$ cat config.mk
export PLATFORM = sky130hd
export DESIGN_NAME = div_seq
export DESIGN_NICKNAME = d
export VERILOG_FILES = /design/src/rtl/div_seq_pkg.sv /design/src/rtl/div_seq_step.sv /design/src/rtl/div_seq.sv
export SDC_FILE = /design/constraint.sdc
export NUM_CORES = 1
export LEC_CHECK = 0
export BUFFER_PORTS_ARGS = -buffer_cell sky130_fd_sc_hd__buf_2
export CORE_MARGIN = 3
export CORE_UTILIZATION = 45
export CTS_CLUSTER_SIZE = 8
export DETAILED_ROUTE_END_ITERATION = 8
export PLACE_DENSITY = 0.61
export SYNTH_ARGS = -nofsm -noshare
export SYNTH_HDL_FRONTEND = slang
export SYNTH_HIERARCHICAL = 1
export SYNTH_SLANG_ARGS = --single-unit
$ cat constraint.sdc
create_clock -name clk -period 3.8 [get_ports clk]
set_input_delay 0.76 -clock clk [delete_from_list [all_inputs] [get_ports clk]]
set_output_delay 0.76 -clock clk [all_outputs]
set_load 0.01 [all_outputs]
$ cat src/rtl/div_seq_pkg.sv
// div_seq_pkg: shared FSM state codes and handshake levels for the sequential divider
package div_seq_pkg;
  typedef enum logic [1:0] {
    DIV_FREE    = 2'b00,
    DIV_BY_ZERO = 2'b01,
    DIV_ON      = 2'b10,
    DIV_END     = 2'b11
  } div_state_e;
  localparam logic DIV_RESULT_READY = 1'b1;
  localparam logic DIV_RESULT_NOT_READY = 1'b0;
  localparam logic DIV_START = 1'b1;
endpackage

$ cat src/rtl/div_seq_step.sv
// div_step: one combinational radix-2 restoring iteration on the packed {rem, quot} word
module div_step
  import div_seq_pkg::*;
#(
  parameter int WIDTH = 32
) (
  input  logic [2*WIDTH:0] work_i,
  input  logic [WIDTH-1:0] divisor_i,
  output logic [2*WIDTH:0] work_o
);
  logic [WIDTH+1:0] trial;
  // shifted remainder minus divisor; the sign bit picks restore vs. keep
  always_comb begin
    trial = work_i[2*WIDTH:WIDTH-1] - {2'b00, divisor_i};
    work_o = trial[WIDTH+1] ? {work_i[2*WIDTH-1:0], 1'b0}
                            : {trial[WIDTH:0], work_i[WIDTH-2:0], 1'b1};
  end
endmodule

$ cat src/rtl/div_seq.sv
// div_seq: multi-cycle DIV/DIVU sequencer (Free/ByZero/On/End); DIV_ZERO_SKIP_EN short-circuits a zero dividend
module div_seq
  import div_seq_pkg::*;
#(
  parameter int WIDTH = 32,
  parameter int CNT_W = 6
) (
  input  logic               clk,
  input  logic               rst,
  input  logic               signed_div_i,
  input  logic [WIDTH-1:0]   opdata1_i,
  input  logic [WIDTH-1:0]   opdata2_i,
  input  logic               start_i,
  input  logic               annul_i,
  output logic [2*WIDTH-1:0] result_o,
  output logic               ready_o,
  output logic               busy_o
);
  div_state_e state_q, state_d;
  logic [CNT_W-1:0] cnt_q, cnt_d;
  logic [2*WIDTH:0] work_q, work_d, step;
  logic [WIDTH-1:0] dvsr_q, dvsr_d, a_abs, b_abs, quot, rem;
  logic sdiv_q, sdiv_d, s1_q, s1_d, s2_q, s2_d, go, zero_in;
  logic [2*WIDTH-1:0] result_q, result_d;
  logic ready_q, ready_d;
  div_step #(.WIDTH(WIDTH)) u_step (
    .work_i(work_q),
    .divisor_i(dvsr_q),
    .work_o(step)
  );
  assign go = start_i == DIV_START && !annul_i;
`ifdef DIV_ZERO_SKIP_EN
  assign zero_in = opdata2_i == '0 || opdata1_i == '0;
`else
  assign zero_in = opdata2_i == '0;
`endif
  assign a_abs = signed_div_i && opdata1_i[WIDTH-1] ? -opdata1_i : opdata1_i;
  assign b_abs = signed_div_i && opdata2_i[WIDTH-1] ? -opdata2_i : opdata2_i;
  assign quot = sdiv_q && (s1_q ^ s2_q) ? -work_q[WIDTH-1:0] : work_q[WIDTH-1:0];
  assign rem = sdiv_q && s1_q ? -work_q[2*WIDTH-1:WIDTH] : work_q[2*WIDTH-1:WIDTH];
  assign result_o = result_q;
  assign ready_o = ready_q;
  assign busy_o = state_q != DIV_FREE;
  // next-state, iteration and result-register logic
  always_comb begin
    state_d = state_q;
    cnt_d = cnt_q;
    work_d = work_q;
    dvsr_d = dvsr_q;
    sdiv_d = sdiv_q;
    s1_d = s1_q;
    s2_d = s2_q;
    result_d = result_q;
    ready_d = ready_q;
    case (state_q)
      DIV_FREE: begin
        result_d = '0;
        ready_d = DIV_RESULT_NOT_READY;
        if (go && zero_in) state_d = DIV_BY_ZERO;
        else if (go) begin
          state_d = DIV_ON;
          cnt_d = '0;
          work_d = {{(WIDTH+1){1'b0}}, a_abs};
          dvsr_d = b_abs;
          sdiv_d = signed_div_i;
          s1_d = opdata1_i[WIDTH-1];
          s2_d = opdata2_i[WIDTH-1];
        end
      end
      DIV_BY_ZERO: begin
        state_d = DIV_END;
        result_d = '0;
        ready_d = DIV_RESULT_READY;
      end
      DIV_ON: begin
        if (annul_i) begin
          state_d = DIV_FREE;
          result_d = '0;
          ready_d = DIV_RESULT_NOT_READY;
        end else if (cnt_q != CNT_W'(WIDTH)) begin
          work_d = step;
          cnt_d = cnt_q + 1'b1;
        end else begin
          state_d = DIV_END;
          result_d = {rem, quot};
          ready_d = DIV_RESULT_READY;
        end
      end
      DIV_END: begin
        if (annul_i || start_i != DIV_START) begin
          state_d = DIV_FREE;
          result_d = '0;
          ready_d = DIV_RESULT_NOT_READY;
        end
      end
    endcase
  end
  // state and datapath registers with synchronous reset
  always_ff @(posedge clk) begin
    if (rst) begin
      state_q <= DIV_FREE;
      cnt_q <= '0;
      work_q <= '0;
      dvsr_q <= '0;
      sdiv_q <= 1'b0;
      s1_q <= 1'b0;
      s2_q <= 1'b0;
      result_q <= '0;
      ready_q <= DIV_RESULT_NOT_READY;
    end else begin
      state_q <= state_d;
      cnt_q <= cnt_d;
      work_q <= work_d;
      dvsr_q <= dvsr_d;
      sdiv_q <= sdiv_d;
      s1_q <= s1_d;
      s2_q <= s2_d;
      result_q <= result_d;
      ready_q <= ready_d;
    end
  end
endmodule

* Word level (Yosys, flattened, before mapping) *
Index checks and enable logic that the tools add are counted.

storage, ports and cells
  register bits after elaboration = 173
  word-level logic and storage cells = 75
  output and inout port bits = 66
  input port bits = 69

cells by class
  bitwise gates (word level) = 3
  equal/unequal tests = 11
  add/sub/neg operators = 6
  reduce and logical (&&, ||, !) cells = 17
  mux-type cells = 29

operators by type and width
  kind                 number
  $mux 65              5
  $mux 64              3
  $pmux 64 s3          1
  $pmux 65 s2          1
  $mux 32              4
  $neg 32->32          4
  $sub 34x32->34       1
  $logic_not 32->1     1
  $mux 6               4
  $pmux 6 s2           1
  $mux 2               5
  $ne 2x2->1 const B   5
  $pmux 2 s4           1
  $add 6x1->6 const B  1
  $logic_and 1x1->1    6
  $ne 3x3->1 const B   2
  $ne 6x6->1 const B   1
  $reduce_and 3->1     2
  $reduce_and 5->1     1
  $eq 2x2->1 const B   2
  $pmux 1 s4           1
  $reduce_bool 2->1    2
  $mux 1               3
  $eq 2x1->1 const B   1
  7 further kinds      8

* Logic depth before layout (Yosys ltp) *
  depth after elaboration = 6
  mapped depth = 16
  gate-level depth less buffers = 14

* Modules after synthesis *
The synthesis kept the hierarchy.

by module, submodules not included
  module    cells each  area an instance (µm²)  times used  sequential area each (µm²)
  div_seq   1173        9187.6                  1           3463.3
  div_step  337         2446.1                  1           0.0

* Worst setup path after synthesis *
OpenSTA, ideal clock, no wires.

  path kind = register to register
  from = register work_q[38]
  to = register work_q[63]
  path slack = 0.800 ns
  buffers on the path = 2
  setup time = 0.132 ns
  cell stages (with the launch flop) = 14
  data required time = 3.668 ns
  data arrival time = 2.867 ns
  clock period less this slack = 3.000 ns
  path through = dfxtp_1 > ha_1 > clkbuf_1 > nand2_1 > or3b_1 > a211oi_2 > o31ai_1 > and3_4 > o31ai_4 > xor2_1 > buf_4 > mux2_2 > nand3_1 > a21oi_1

between the ends
  longest elaborated chain between the ends = 5

RTL lines
  what                      line                text
  start: declaration        div_seq.sv:21       logic [2*WIDTH:0] work_q, work_d, step;
  start signal: assignment  div_seq.sv:113      work_q <= work_d;
  $sub 34x32->34            div_seq_step.sv:14  trial = work_i[2*WIDTH:WIDTH-1] - {2'b00, divisor_i};
  $mux 65                   div_seq_step.sv:15  work_o = trial[WIDTH+1] ? {work_i[2*WIDTH-1:0], 1'b0}
  net step[63]              div_seq.sv:21
  $mux 65                   div_seq.sv:80       end else if (cnt_q != CNT_W'(WIDTH)) begin
  $mux 65                   div_seq.sv:76       if (annul_i) begin
  $pmux 65 s2               div_seq.sv:55       case (state_q)

The timed path passes the listed nets, and every way through them passes these cells. The select of a mux whose other input is x is not followed.
A chain may end at the register's enable or synchronous reset.

* Worst setup path in the final report *
  from = register work_q[39]
  to = register work_q[54]

The elaborated chain is that of the path after synthesis.

==> out/summary.md <==
The floorplan step defined a die boundary enclosing 27820 µm². The maximum clock insertion buffer count is 2. Traced cell by cell, the critical path runs through ha_1 -> and3_1 -> or3b_1 -> a211oi_2 -> o31ai_1 -> and3_4 -> o31ai_4 -> xor2_4 -> buf_12 -> mux2_1 -> nand3_1 -> a21oi_1. The worst hold path belongs to the class reg -> reg. Number of max-slew violations in the final report: 0. The critical path is of the reg -> reg type. Via count of the first global-routing pass: 9967. The number of buffer and inverter stages on the critical path works out to 1.

Counting every net in the synthesized netlist gives 1622. The largest fanout on the critical path came out at 20. Summed over all layers, the routed wires come to 31840 µm. For the pin with the worst max-slew slack, the measured transition is 1021 ps. After routing, the total negative slack on setup checks comes to 0 ps.

For this run, design rule violations remaining after detail routing come to 0. The number of placement rows was 58; the insertion delay of the later-clocked pin in the worst-skew pair was 440 ps. Largest area contributor in the netlist: sky130_fd_sc_hd__dfxtp_1. By area the synthesized netlist is led by sky130_fd_sc_hd__dfxtp_1 30%, sky130_fd_sc_hd__xnor2_1 6.4%, sky130_fd_sc_hd__nand2_1 6.0%.

In this run the horizontal extent of the chip is 166.8 µm. After synthesis, the netlist uses 78 different library cells. The run gives 0 as the total grt overflow. The number of synthesis warnings came out at 6.

The root buffer cell chosen for the clock tree is sky130_fd_sc_hd__clkbuf_16. Mean post-synth cell area: 7.704 µm². The number of enable flip-flop cells after synthesis is 0, and the number of iterations in the first detailed-routing pass is 5. For the total standard cell area after synthesis, the log shows 11630 µm².

For the share of total power in combinational logic, the log shows 37.8%. The H-tree was split into 4 levels. The flop-to-flop setup slack was 350 ps; the critical path depth was 12.

Dividing the detail-routed wire length by the instance count gives 16.64 µm. For the worst setup path, the data arrival time is 3740 ps. Sort of element at the end of the critical path: a flop. For this run, the leading register cell type out of synthesis is sky130_fd_sc_hd__dfxtp_1.

Counting flops with an async set or reset pin after synthesis yields a share of 0%. The logs give 13000 µm² for the final instance area and 135 for the number of top-level pins. Across every metal layer, demand over resource in global routing totals 22.41%.

The internal power of the cells totals 0.003781 W. The analysis attributes to cell leakage a power of 5.210 nW. TritonCTS built the clock tree.

After clock tree synthesis, the flow added hold-fix buffers numbering 0. The finished layout holds 1914 standard cells, fillers aside. The clock net in this run drives a total of 173 sinks. The depth of the worst hold-timing path was 2. Relative to the synthesized area, the layout overhead comes to 11.70%. Of the cells placed in the final design, the portion with a size suffix greater than 1 is 14.46%. The cell family contributing the most delay on the critical path is simple AND/OR/NAND/NOR gates.

The worst pin sits at a relative slew slack of 31.91%. The slowest stage of the critical path belongs to the cell sky130_fd_sc_hd__ha_1. The largest single stage delay on the critical path is 430 ps. After layout, the minimum clock period comes to 3448 ps.

Detailed placement finished with a half-perimeter wire length of 23150 µm. The post-CTS clock slew at the launch and capture registers of the worst setup and hold paths was 70 ps; the maximum number of pins on one net before global-route repair was 85. The die extent in y was 166.8 µm; the total instance count after detailed placement was 1882. Once the floorplan was initialized, standard cells occupied 45.93% of the core.

Setup repair after global routing left no endpoint under its margin. Number of DRC markers after the initial detailed-route iteration: 784. STA classifies the critical path startpoint as a flop. Counting cells, the worst reg-to-reg path comes to 12. The count of nets left with antenna violations once routing finished came out at 0.

Wire length of the first global-routing pass: 51970 µm. Synthesized flop and latch total: 173. The placed instances occupy a cell area of 12430 µm².

The share of synthesized area in the top cell type comes to 29.77%. For this design the ratio of total power to cell area is 480.4 nW/µm². Max-cap violations in this run came to 0. The routed layout has 10680 vias. Timing would allow up to 290.0 MHz. The worst path uses 90.75% of the clock period. The run finished with clean final reports.

Between clock sinks in the finished design, the worst skew comes to 13.85 ps. The logs give 0 for the initial antenna violation count and 0.002461 W for the net switching power. The switching part of the total was 39.43%; the area inside the core boundary was 25330 µm². Input and output buffers added on the ports amount to 134. VDD sags by at most 338.8 µV.

The tools report the final count of negative-setup-slack endpoints as 0. The tools report the number of nets at the end of the flow as 1683. Post-CTS timing repair inserted 0 buffers for setup.

The post-synthesis instance total is 1510, and the number of antenna repair diodes is 0. In this run, post-CTS repair resized a total of 0 instances. The clock network is responsible for 27.9% of the overall power.

In the routed layout, each cell is associated on average with a via count of 5.579. The number of clock buffers inserted by TritonCTS was 17. The share of total power dissipated in sequential elements is 34.2%.

The final hold violation count is 0. The tools report the final RePlAce weighted congestion as 0.8907. The part of the Yosys area used for sequential elements came out at 29.77%. The critical path data required time is 4090 ps.
power by group through the flow:
stage          combinational (W)  clock (W)  sequential [W]
3_5_place_dp             0.00234          0         0.00218
4_1_cts                  0.00235    0.00178         0.00214
2_1_floorplan            0.00183          0         0.00213
3_3_place_gp             0.00233          0         0.00217
6_report                 0.00236    0.00174         0.00214
5_1_grt                  0.00262    0.00186         0.00216
logic make-up (layout without fill, tap and decap cells):
family / count (synthesis) / count (layout) / share of synthesized area (%)
flip-flops: 173 / 173 / 29.77
AND/OR/NAND/NOR: 517 / 517 / 21.41
adder cells (fa/ha/maj): 43 / 43 / 4.689
multiplexers: 32 / 32 / 3.011
buffers and inverters: 178 / 252 / 7.152
AO/OA/AOI/OAI: 421 / 421 / 22.97
XOR/XNOR: 146 / 146 / 10.99
worst paths after layout:
kind | startpoint | end
max | work_q[39]$_SDFFE_PP0P_ | work_q[54]$_SDFFE_PP0P_
min | result_o[31]$_SDFFE_PP0P_ | result_o[31]$_SDFFE_PP0P_
max reg2reg | work_q[39]$_SDFFE_PP0P_ | work_q[54]$_SDFFE_PP0P_
min reg2reg | result_o[31]$_SDFFE_PP0P_ | result_o[31]$_SDFFE_PP0P_
cells in the final DEF, fill, tap and decap left out, types with 11 or more instances in the layout:
cell and instances:
sky130_fd_sc_hd__a211oi_1 35, sky130_fd_sc_hd__a21o_1 25, sky130_fd_sc_hd__a21oi_1 136, sky130_fd_sc_hd__a22oi_1 17, sky130_fd_sc_hd__a31oi_1 18, sky130_fd_sc_hd__and2_1 11, sky130_fd_sc_hd__buf_2 133, sky130_fd_sc_hd__buf_4 24
sky130_fd_sc_hd__clkbuf_16 17, sky130_fd_sc_hd__dfxtp_1 173, sky130_fd_sc_hd__ha_1 41, sky130_fd_sc_hd__inv_1 58, sky130_fd_sc_hd__mux2_1 20, sky130_fd_sc_hd__nand2_1 186, sky130_fd_sc_hd__nand2b_1 20, sky130_fd_sc_hd__nand3_1 45
sky130_fd_sc_hd__nand4_1 11, sky130_fd_sc_hd__nor2_1 126, sky130_fd_sc_hd__nor2b_1 12, sky130_fd_sc_hd__nor3_1 30, sky130_fd_sc_hd__nor4_1 18, sky130_fd_sc_hd__o211ai_1 22, sky130_fd_sc_hd__o21ai_0 84, sky130_fd_sc_hd__o31ai_1 24
sky130_fd_sc_hd__or3_1 11, sky130_fd_sc_hd__xnor2_1 85, sky130_fd_sc_hd__xor2_1 60
tightest hold or removal path, stage by stage, from the launching register on:
cell,delay [ps]
sky130_fd_sc_hd__dfxtp_1,310
sky130_fd_sc_hd__nand2_1,50
sky130_fd_sc_hd__o21ai_1,50
metal layers:
metal / track usage [%] / part of all wire, % / wire (µm)
met5: 0 / 0 / 0
met4: 5.344 / 1.3 / 404
met3: 3.513 / 6.3 / 1999
met2: 33.74 / 42 / 13480
met1: 33.61 / 50 / 15960
registers in the layout, indices dropped and copies added, names as in the netlist:
signal	cells
work_q	65
result_o	64
ready_o	1
s2_q	1
dvsr_q	32
sdiv_q	1
cnt_q	6
s1_q	1
state_q	2
cell usage after synthesis, types with 6 or more instances:
master and count:
sky130_fd_sc_hd__nand2b_1 20, sky130_fd_sc_hd__a31oi_1 18, sky130_fd_sc_hd__nand3_1 45, sky130_fd_sc_hd__o41ai_1 6, sky130_fd_sc_hd__o21ai_0 84, sky130_fd_sc_hd__buf_1 7, sky130_fd_sc_hd__ha_1 42, sky130_fd_sc_hd__nor3_1 30
sky130_fd_sc_hd__a211oi_1 35, sky130_fd_sc_hd__a21oi_1 137, sky130_fd_sc_hd__nor2b_1 13, sky130_fd_sc_hd__clkbuf_1 67, sky130_fd_sc_hd__buf_4 40, sky130_fd_sc_hd__nand2_1 186, sky130_fd_sc_hd__inv_1 58, sky130_fd_sc_hd__a22oi_1 17
sky130_fd_sc_hd__xor2_1 61, sky130_fd_sc_hd__nand4_1 11, sky130_fd_sc_hd__mux2i_1 8, sky130_fd_sc_hd__dfxtp_1 173, sky130_fd_sc_hd__mux2_1 20, sky130_fd_sc_hd__xnor2_1 85, sky130_fd_sc_hd__and2_1 11, sky130_fd_sc_hd__nor2_1 127
sky130_fd_sc_hd__or3_1 11, sky130_fd_sc_hd__o21a_1 6, sky130_fd_sc_hd__or4_1 8, sky130_fd_sc_hd__a21o_1 26, sky130_fd_sc_hd__o31ai_1 24, sky130_fd_sc_hd__nand3b_1 8, sky130_fd_sc_hd__nor4_1 18, sky130_fd_sc_hd__o211ai_1 22
area by class of cell:
cell class              count  area [µm²]
well taps                 330       412.9
clock inverters            13       131.4
clock buffers              19       432.9
flip-flops and latches    173        3463
fillers                  2509       12330
inverters                  58       217.7
multi-input cells        1159        7391
repair buffers            162       945.9
stage by stage:
stage / util [%] / power, W / hold slack [ps] / setup slack (ps)
2_1_floorplan: - / 0.003956 / 431.9 / 800.4
3_3_place_gp: 49.08 / 0.004501 / 430.9 / 463.7
3_5_place_dp: 49.08 / 0.004514 / 439.9 / 380.7
4_1_cts: 51.31 / 0.006269 / 452.3 / 351.0
5_1_grt: 51.31 / 0.006642 / 470.8 / 126.8
6_report: 51.31 / 0.006243 / 446.7 / 351.6
Power figures use the tool's default switching activity.
